===== src/rtl/rectify_sequencer.sv =====
// Frame-level controller for the rectification datapath: accepts a corner quad,
// holds it stable for the parameter solver, then sequences latch, transform and bank swap.
module rectify_sequencer #(
    parameter int SETTLE_CYCLES  = 8,
    parameter int TIMEOUT_CYCLES = 200_000_000,
    parameter int XMAX           = 639,
    parameter int YMAX           = 479
) (
    input  logic       clk,
    input  logic       reset_n,
    input  logic       corners_valid,
    output logic       corners_ready,
    input  logic [9:0] x1_in,
    input  logic [9:0] x2_in,
    input  logic [9:0] x3_in,
    input  logic [9:0] x4_in,
    input  logic [8:0] y1_in,
    input  logic [8:0] y2_in,
    input  logic [8:0] y3_in,
    input  logic [8:0] y4_in,
    output logic [9:0] x1_out,
    output logic [9:0] x2_out,
    output logic [9:0] x3_out,
    output logic [9:0] x4_out,
    output logic [8:0] y1_out,
    output logic [8:0] y2_out,
    output logic [8:0] y3_out,
    output logic [8:0] y4_out,
    output logic       params_latch,
    output logic       xform_start,
    input  logic       xform_done,
    output logic       bank_sel,
    output logic       busy,
    output logic       frame_valid,
    output logic       err_range,
    output logic       err_timeout
);

    localparam int CNT_W = $clog2(SETTLE_CYCLES + 1);
    localparam int TMO_W = $clog2(TIMEOUT_CYCLES);

    localparam logic [CNT_W-1:0] CNT_INIT = CNT_W'(SETTLE_CYCLES - 1);
    localparam logic [TMO_W-1:0] TMO_LAST = TMO_W'(TIMEOUT_CYCLES - 1);
    localparam logic [9:0]       X_LIMIT  = 10'(XMAX);
    localparam logic [8:0]       Y_LIMIT  = 9'(YMAX);

    typedef enum logic [2:0] {
        IDLE,
        SETTLE,
        LATCH,
        START,
        WAIT_LOW,
        RUN,
        SWAP
    } state_t;

    state_t           state;
    state_t           state_next;
    logic [CNT_W-1:0] cnt;
    logic [TMO_W-1:0] tmo;
    logic             accept;
    logic             in_range;
    logic             tmo_expired;

    assign in_range = (x1_in <= X_LIMIT) && (x2_in <= X_LIMIT) &&
                      (x3_in <= X_LIMIT) && (x4_in <= X_LIMIT) &&
                      (y1_in <= Y_LIMIT) && (y2_in <= Y_LIMIT) &&
                      (y3_in <= Y_LIMIT) && (y4_in <= Y_LIMIT);

    assign accept      = corners_valid && (state == IDLE);
    assign tmo_expired = (tmo == TMO_LAST);

    always_ff @(posedge clk or negedge reset_n) begin
        if (!reset_n) begin
            state <= IDLE;
        end else begin
            state <= state_next;
        end
    end

    // A done level seen in RUN beats a timeout expiring in the same cycle.
    always_comb begin
        state_next    = state;
        corners_ready = 1'b0;
        busy          = 1'b1;
        params_latch  = 1'b0;
        xform_start   = 1'b0;
        frame_valid   = 1'b0;
        err_timeout   = 1'b0;
        case (state)
            IDLE: begin
                corners_ready = 1'b1;
                busy          = 1'b0;
                if (corners_valid && in_range) begin
                    state_next = SETTLE;
                end
            end
            SETTLE: begin
                if (cnt == '0) begin
                    state_next = LATCH;
                end
            end
            LATCH: begin
                params_latch = 1'b1;
                state_next   = START;
            end
            START: begin
                xform_start = 1'b1;
                state_next  = WAIT_LOW;
            end
            WAIT_LOW: begin
                if (tmo_expired) begin
                    err_timeout = 1'b1;
                    state_next  = IDLE;
                end else if (!xform_done) begin
                    state_next = RUN;
                end
            end
            RUN: begin
                if (xform_done) begin
                    state_next = SWAP;
                end else if (tmo_expired) begin
                    err_timeout = 1'b1;
                    state_next  = IDLE;
                end
            end
            SWAP: begin
                frame_valid = 1'b1;
                state_next  = IDLE;
            end
            default: begin
                state_next = IDLE;
            end
        endcase
    end

    // Corners are captured only on an accepted in-range quad and stay frozen until the next one.
    always_ff @(posedge clk or negedge reset_n) begin
        if (!reset_n) begin
            x1_out <= '0;
            x2_out <= '0;
            x3_out <= '0;
            x4_out <= '0;
            y1_out <= '0;
            y2_out <= '0;
            y3_out <= '0;
            y4_out <= '0;
        end else if (accept && in_range) begin
            x1_out <= x1_in;
            x2_out <= x2_in;
            x3_out <= x3_in;
            x4_out <= x4_in;
            y1_out <= y1_in;
            y2_out <= y2_in;
            y3_out <= y3_in;
            y4_out <= y4_in;
        end
    end

    always_ff @(posedge clk or negedge reset_n) begin
        if (!reset_n) begin
            cnt <= '0;
        end else if (accept && in_range) begin
            cnt <= CNT_INIT;
        end else if (state == SETTLE && cnt != '0) begin
            cnt <= cnt - 1'b1;
        end
    end

    // The timeout counter never wraps: both waiting states leave when it reaches its last value.
    always_ff @(posedge clk or negedge reset_n) begin
        if (!reset_n) begin
            tmo <= '0;
        end else if (state == START) begin
            tmo <= '0;
        end else if (state == WAIT_LOW || state == RUN) begin
            tmo <= tmo + 1'b1;
        end
    end

    always_ff @(posedge clk or negedge reset_n) begin
        if (!reset_n) begin
            bank_sel  <= 1'b0;
            err_range <= 1'b0;
        end else begin
            err_range <= accept && !in_range;
            if (state == SWAP) begin
                bank_sel <= ~bank_sel;
            end
        end
    end

endmodule


===== config.mk =====
export PLATFORM = sky130hd
export DESIGN_NAME = rectify_sequencer
export DESIGN_NICKNAME = d
export VERILOG_FILES = /design/src/rtl/rectify_sequencer.sv
export SDC_FILE = /design/constraint.sdc
export NUM_CORES = 1
export LEC_CHECK = 0
export CAP_MARGIN = 5
export CORE_MARGIN = 3
export CORE_UTILIZATION = 46
export CTS_CLUSTER_SIZE = 24
export DETAILED_ROUTE_END_ITERATION = 8
export PLACE_DENSITY = 0.83
export SLEW_MARGIN = 10
export SYNTH_ARGS = -nofsm -noshare
export SYNTH_HDL_FRONTEND = slang
export SYNTH_SLANG_ARGS = --single-unit

===== constraint.sdc =====
create_clock -name clk -period 2.4 [get_ports clk]
set_clock_uncertainty 0.15 [all_clocks]
set_input_delay 0.6 -clock clk [delete_from_list [all_inputs] [get_ports clk]]
set_output_delay 0.6 -clock clk [all_outputs]
set_load 0.01 [all_outputs]

==> results of run 1 <==
worst max-delay path by stage:
stage / start / endpoint / slack [ns] / cells after the start
4_1_cts: tmo[1]$_DFFE_PN0P_ / err_timeout / -0.34 / 7
2_1_floorplan: state[0]$_DFFE_PN0P_ / x1_out[0]$_DFFE_PN0P_ / 0.33 / 8
5_1_grt: tmo[18]$_DFFE_PN0P_ / err_timeout / -0.30 / 6
3_3_place_gp: xform_done / err_timeout / -0.29 / 5
6_report: tmo[18]$_DFFE_PN0P_ / err_timeout / -0.25 / 6
3_5_place_dp: x2_in[8] / x4_out[6]$_DFFE_PN0P_ / -0.40 / 6
worst register-to-register path: stages (launching register included):
cell	delay (ns)
dfrtp_1	0.42
nor4_4	0.29
and4_1	0.27
nand3_2	0.10
buf_4	0.16
buf_6	0.11
buf_6	0.10
buf_6	0.10
buf_6	0.11
buf_6	0.11
buf_6	0.10
buf_6	0.10
buf_6	0.11
buf_6	0.11
a21o_1	0.14
metal layers:
metal | vias to the layer above | wire [µm]
met1 | 2130 | 5770
met2 | 199 | 8500
li1 | 1895 | -
met5 | - | 0
met3 | 47 | 1170
met4 | 0 | 491
logic make-up after synthesis:
family                   after synthesis  synth area share
AO/OA/AOI/OAI                         61            0.0793
XOR/XNOR                               8            0.0143
adder cells (fa/ha/maj)                2           0.00510
buffers and inverters                 27            0.0263
flip-flops                           113             0.576
multiplexers                          79             0.181
AND/OR/NAND/NOR                       97             0.118
through the flow:
stage / instance area, µm² / TNS, ns / setup WS, ns / instances
floorplan: 4910 / 0 / 0.328 / 387
global placement: 7020 / -18.57 / -0.294 / 718
detailed placement: 7020 / -29.09 / -0.400 / 718
CTS: 7890 / -0.499 / -0.344 / 766
global route: 7960 / -0.514 / -0.298 / 769
finish: 7960 / -0.428 / -0.246 / 769
placed cells by master (no fill, tap or decap), types with 8 or more instances in the layout:
cell,n
dfrtp_1,111
clkbuf_16,16
buf_6,13
nand2_1,16
nand4_1,13
inv_1,10
mux2_2,73
nor2_1,12
clkdlybuf4s50_1,156
buf_4,52
o31ai_1,9
a21oi_1,25
nand3_1,8
o21ai_0,13
or3_1,9
or4_1,9
layout make-up:
cell class / instances / area (µm²)
repair buffers: 230 / 2210
inverters: 11 / 41.3
clock buffers: 20 / 445
clock inverters: 12 / 229
fillers: 590 / 2410
well taps: 136 / 170
multi-input cells: 247 / 2030
flip-flops and latches: 113 / 2830
flip-flops by register name (all words and copies together), names as in the netlist:
register,cells
y4_out,9
state,3
y2_out,9
x4_out,10
tmo,28
x3_out,10
cnt,4
y1_out,9
err_range,1
x2_out,10
bank_sel,1
x1_out,10
y3_out,9
power groups by stage:
stage | registers [µW] | logic, µW | clock network, µW
after floorplan | 3180 | 1020 | 0
final | 2990 | 3170 | 2880
after global routing | 3060 | 3360 | 3000
after CTS | 2980 | 3120 | 2900
after detailed placement | 2970 | 3020 | 0
after global placement | 2930 | 2930 | 0
timing repair:
action / in CTS / in global routing
gates cloned: 0 / 0
hold buffers: 1 / 0
hold endpoints to repair: 27 / 0
pin swaps: 5 / 6
setup buffers: 17 / 3
setup endpoints to repair: 6 / 72
gates resized for setup: 30 / 11
==> summary.txt, run 1 <==
Power and ir drop
  – Psw: 2680 µW
  – Clock network fraction of total power: 0.319
  – Peak VDD IR: 0.752 mV
  – Total power: 9040 µW
  – Reg power frac: 0.331
  – P_leak: around 0.0035 µW
  – Sw frac: 0.297
  – Internal power: between 6000 and 7000 µW
  – Comb pwr share: 0.350
  – Power Density: approximately 1100 nW/µm²

Global routing
  – GR Layer Usage met2: 0.472
  – Largest net degree at the start of global routing: roughly 40
  – Initial antenna violation count: 0
  – GRT met3 Usage: 0.101
  – GRT Overall Usage: 0.270
  – Met1 usage: 0.293
  – Global-route wire length before repair: around 24 mm
  – Number of global-route vias before repair: roughly 4700
  – Grt peak-use layer: met2
  – GR Overflow Total: 0

Final layout
  – Layout Nets: approximately 700
  – Diode count: 0
  – Layout cell share with drive strength beyond 1: 0.303
  – Layout Utilization: 0.767
  – Area Overhead vs Synth: 62.2%

Clocking
  – CTS root buffer: clkbuf_8
  – CTS HTree Levels: 4
  – Clock Path Buffers: 2
  – CTS buffer count: 17
  – # clock sinks: roughly 110
  – Clk slew on worst S/H paths: 0.06 ns
  – Clock latency at the later pin of the worst-skew pair: 0.51 ns
  – CTS tree: yes

Logic synthesis
  – Top_reg_cell synth: dfrtp_1
  – Post-Syn Area per Cell: ~13 µm²
  – Register area share after synthesis: 0.576
  – Post-synthesis async set-or-reset flop share: 1.00
  – Cell area after synthesis: 4910 µm²
  – Share of the synthesized area in the top cell type: 0.576
  – Post-synth EDFFs: 0
  – Synth Register Bits: 113
  – Most frequent cell after synthesis: dfrtp_1
  – Cell taking the most area after synthesis: dfrtp_1
  – Distinct cell type count after synthesis: 46
  – Synthesized Nets: 469
  – Synth area leaders: dfrtp_1 58%, mux2_2 17%, a21oi_1 2.6%
  – Ys Warns: 0
  – Post-synthesis cell count: a little under 400
  – Most frequent cells after synthesis: 113 x dfrtp_1, 73 x mux2_2, 25 x a21oi_1

Critical path
  – Reg-to-reg startpoint: tmo[18]$_DFFE_PN0P_
  – Crit path max fanout: 2
  – Worst setup SP type: flop
  – Delay-heaviest family, CP: simple AND/OR/NAND/NOR gates
  – Crit path top cell by count: buf_6
  – R2R setup slack: -0.18 ns
  – CP bufs+invs: 2
  – Arr. time, crit path: between 1.5 and 2 ns
  – Crit path capture type: output pin
  – Worst Setup Path Type: flop to output pin
  – Worst path cell trace: nor4_4 -> and4_1 -> nand3_2 -> buf_6 -> nor2_4 -> buf_6
  – Reg-to-reg critical path endpoint: state[2]$_DFFE_PN0P_
  – Largest stage delay, worst path: 0.42 ns
  – WP data required: 1.65 ns
  – R2R cell count: 14
  – Crit-path slowest cell: dfrtp_1

STA
  – # setup viols final: 2
  – Max Clk Rate: 378 MHz
  – Max-slew headroom at the worst pin: 0.721
  – Hold slack: approximately 0.34 ns
  – Fin crit period: between 2 and 3 ns
  – Final Hold Fails: 0
  – Unrepaired setup endpoints after global routing: true
  – Final worst slack: -0.246 ns
  – Worst slew pin tran: 0.419 ns
  – Final worst path period share: 1.10
  – Slew Viols, Final: 0

Floorplanning
  – Initial Util: 0.473
  – Num rows: 37
  – Floorplan Core Area: slightly above 10000 µm²
  – Die W: between 100 and 150 µm
  – Io pins: between 150 and 200
  – Die ar.: between 10000 and 15000 µm²
  – DIE HEIGHT: ~110 µm

Outcome
  – Status: complete, but fails checks
  – Violated checks: negative setup slack

Detailed routing
  – Routed Antenna Nets: 0
  – Vias per cell: ~5.6
  – DR vias: around 4300
  – Initial DRC Count: a little under 300
  – DRC violations left: 0
  – Final WL: about 16 mm
  – Wire per inst: ~21 µm
  – DRT Pass-1 Iters: 4

Place
  – I/O Buffers: 163
  – Final HPWL from detailed placement: just over 10 mm
  – RePlAce Congestion: 0.830

Run
  – Max-capacitance violation count: 0

Min path
  – Hold Crit Depth: 1
  – Worst hold path endpoint: x1_out[6]$_DFFE_PN0P_
  – Hold path start: x1_out[6]$_DFFE_PN0P_
  – Worst min path class: flop to flop
Power figures use the tool's default switching activity.
==> inputs of run 2 (changes only) <==
--- a/config.mk
+++ b/config.mk
@@ -7,10 +7,10 @@
 export LEC_CHECK = 0
 export CAP_MARGIN = 5
 export CORE_MARGIN = 3
-export CORE_UTILIZATION = 46
+export CORE_UTILIZATION = 30
 export CTS_CLUSTER_SIZE = 24
 export DETAILED_ROUTE_END_ITERATION = 8
-export PLACE_DENSITY = 0.83
+export PLACE_DENSITY = 0.59
 export SLEW_MARGIN = 10
 export SYNTH_ARGS = -nofsm -noshare
 export SYNTH_HDL_FRONTEND = slang
==> summary.txt, run 2 (same netlist as run 1, synthesis figures left out) <==
Clocking
  – CTS HTree Levels: 4
  – CTS root buffer: clkbuf_16
  – Clock latency at the later pin of the worst-skew pair: just over 0.4 ns
  – CTS tree: yes
  – CTS buffer count: 17
  – Clk slew on worst S/H paths: 0.06 ns
  – # clock sinks: 113
  – Clock Path Buffers: 2

Detailed routing
  – Routed Antenna Nets: 0
  – DR vias: 4077
  – DRC violations left: 0
  – Initial DRC Count: about 160
  – Wire per inst: approximately 16 µm
  – DRT Pass-1 Iters: 4
  – Vias per cell: between 4 and 5
  – Final WL: around 14 mm

STA
  – Worst slew pin tran: approximately 0.42 ns
  – Slew Viols, Final: 0
  – Unrepaired setup endpoints after global routing: true
  – Max-slew headroom at the worst pin: 0.717
  – Fin crit period: around 2.6 ns
  – Final Hold Fails: 0
  – Final worst path period share: 1.07
  – # setup viols final: 2
  – Final worst slack: -0.156 ns
  – Max Clk Rate: 391 MHz

Critical path
  – R2R setup slack: -0.16 ns
  – CP bufs+invs: 10
  – Arr. time, crit path: between 2 and 3 ns
  – Crit path capture type: flop
  – R2R cell count: 14
  – Delay-heaviest family, CP: buffers and inverters
  – Crit path max fanout: 2
  – WP data required: roughly 2.6 ns
  – Reg-to-reg startpoint: tmo[18]$_DFFE_PN0P_
  – Reg-to-reg critical path endpoint: state[2]$_DFFE_PN0P_
  – Worst Setup Path Type: flop to flop
  – Worst path cell trace: nor4_2 -> and4_1 -> nand3_2 -> buf_4 -> buf_4 -> buf_6 -> buf_6 -> buf_6 -> buf_6 -> buf_6 -> buf_6 -> buf_6 -> buf_6 -> a21o_1
  – Largest stage delay, worst path: 0.39 ns
  – Crit path top cell by count: buf_6
  – Worst setup SP type: flop
  – Crit-path slowest cell: dfrtp_1
  – Critical Path Stages: 14

Final layout
  – Layout Utilization: 0.507
  – Layout Nets: around 710
  – Commonest non-fill, non-tap cell in the layout: clkdlybuf4s50_1
  – Diode count: 0
  – Max FFs per register: 28
  – Largest Register: tmo
  – Post-Layout Inst Area: 8080 µm²
  – Layout cell share with drive strength beyond 1: 0.309
  – Most frequent cells in the layout: 156 x clkdlybuf4s50_1, 112 x dfrtp_1, 73 x mux2_2, 61 x buf_4, 25 x a21oi_1
  – Cell Count, Final, Fillers Out: 859
  – Area Overhead vs Synth: 64.7%

Min path
  – Hold Crit Depth: 1
  – Worst hold path endpoint: bank_sel$_DFFE_PN0P_
  – Hold path start: bank_sel$_DFFE_PN0P_
  – Worst min path class: flop to flop

Power and ir drop
  – P_leak: about 0.0035 µW
  – Peak VDD IR: roughly 0.53 mV
  – Power Density: between 1000 and 1500 nW/µm²
  – Total power: between 8000 and 9000 µW

Global routing
  – Global-route wire length before repair: around 23 mm
  – Largest net degree at the start of global routing: 36
  – Initial antenna violation count: 0
  – GR Overflow Total: 0
  – Number of global-route vias before repair: 4455
  – GRT Overall Usage: 0.163

Floorplanning
  – Io pins: 164
  – Floorplan Core Area: about 16000 µm²
  – Num rows: 46
  – Die W: 134 µm
  – Die ar.: roughly 18000 µm²
  – DIE HEIGHT: ~130 µm
  – Initial Util: 0.308

Place
  – Final HPWL from detailed placement: 10.4 mm
  – Post-DP Area: slightly above 7000 µm²
  – I/O Buffers: 163
  – Total placed cells including tap cells: ~800
  – RePlAce Congestion: 0.744

Outcome
  – Violated checks: negative setup slack
  – Status: complete, but fails checks

Run
  – Max-capacitance violation count: 0
## run 2: cell count changes in the layout (fill, tap and decap cells not counted), moves of 2 or more
cell        before  now
buf_12           3    7
buf_4           52   61
buf_6           13   10
bufinv_16        6    3
clkbuf_8         3    1
clkinv_2         1    5
clkinv_4         4    2
clkinvlp_4       0    3
o21ai_0         13   11
o21ai_1          1    3
## run 2: cell type report
| class | instances | area (µm²) |
|---|---|---|
| Clock buffer | 18 | 439 |
| Tap cell | 216 | 270 |
| Sequential cell | 113 | 2830 |
| Multi-Input combinational cell | 247 | 2010 |
| Timing Repair Buffer | 240 | 2330 |
| Clock inverter | 14 | 164 |
| Fill cell | 1453 | 7860 |
| Inverter | 11 | 41.3 |
## run 2: power by group
group | internal (µW) | leakage, µW | switching, µW
Combinational | 1850 | 0.00176 | 1200
Sequential | 2560 | 0.00148 | 386
Clock | 1650 | 0.000292 | 903
Total | 6060 | 0.00353 | 2490
## run 2: how the worst max path moves through the flow
stage | startpoint | endpoint | slack [ns]
3_5_place_dp | x4_in[7] | y4_out[0]$_DFFE_PN0P_ | -0.50
5_1_grt | tmo[18]$_DFFE_PN0P_ | state[2]$_DFFE_PN0P_ | -0.25
4_1_cts | tmo[1]$_DFFE_PN0P_ | err_timeout | -0.22
2_1_floorplan | state[0]$_DFFE_PN0P_ | x1_out[0]$_DFFE_PN0P_ | 0.33
6_report | tmo[18]$_DFFE_PN0P_ | state[2]$_DFFE_PN0P_ | -0.16
3_3_place_gp | x4_in[7] | x3_out[7]$_DFFE_PN0P_ | -0.43
## run 2: metrics by stage
stage	TNS [ns]	setup WS [ns]	hold slack, ns
after floorplan	0	0.328	0.154
after global placement	-30.73	-0.430	0.309
after detailed placement	-35.92	-0.503	0.317
after CTS	-0.238	-0.224	0.330
after global routing	-0.486	-0.247	0.342
final	-0.299	-0.156	0.325
## run 2: timing repair
item,CTS,global route
setup endpoints to repair,77,74
gates resized for setup,25,8
setup buffers,17,3
hold buffers,1,0
endpoints found under the hold margin,18,0
pin swaps,5,5
## run 2: metal layers
metal | global-route usage | vias up | wire length [µm]
met3 | 0.0795 | 18 | 1360
met5 | 0 | - | 0
met1 | 0.182 | 2025 | 5440
li1 | - | 1914 | -
met4 | 0.0646 | 0 | 247
met2 | 0.268 | 120 | 6930
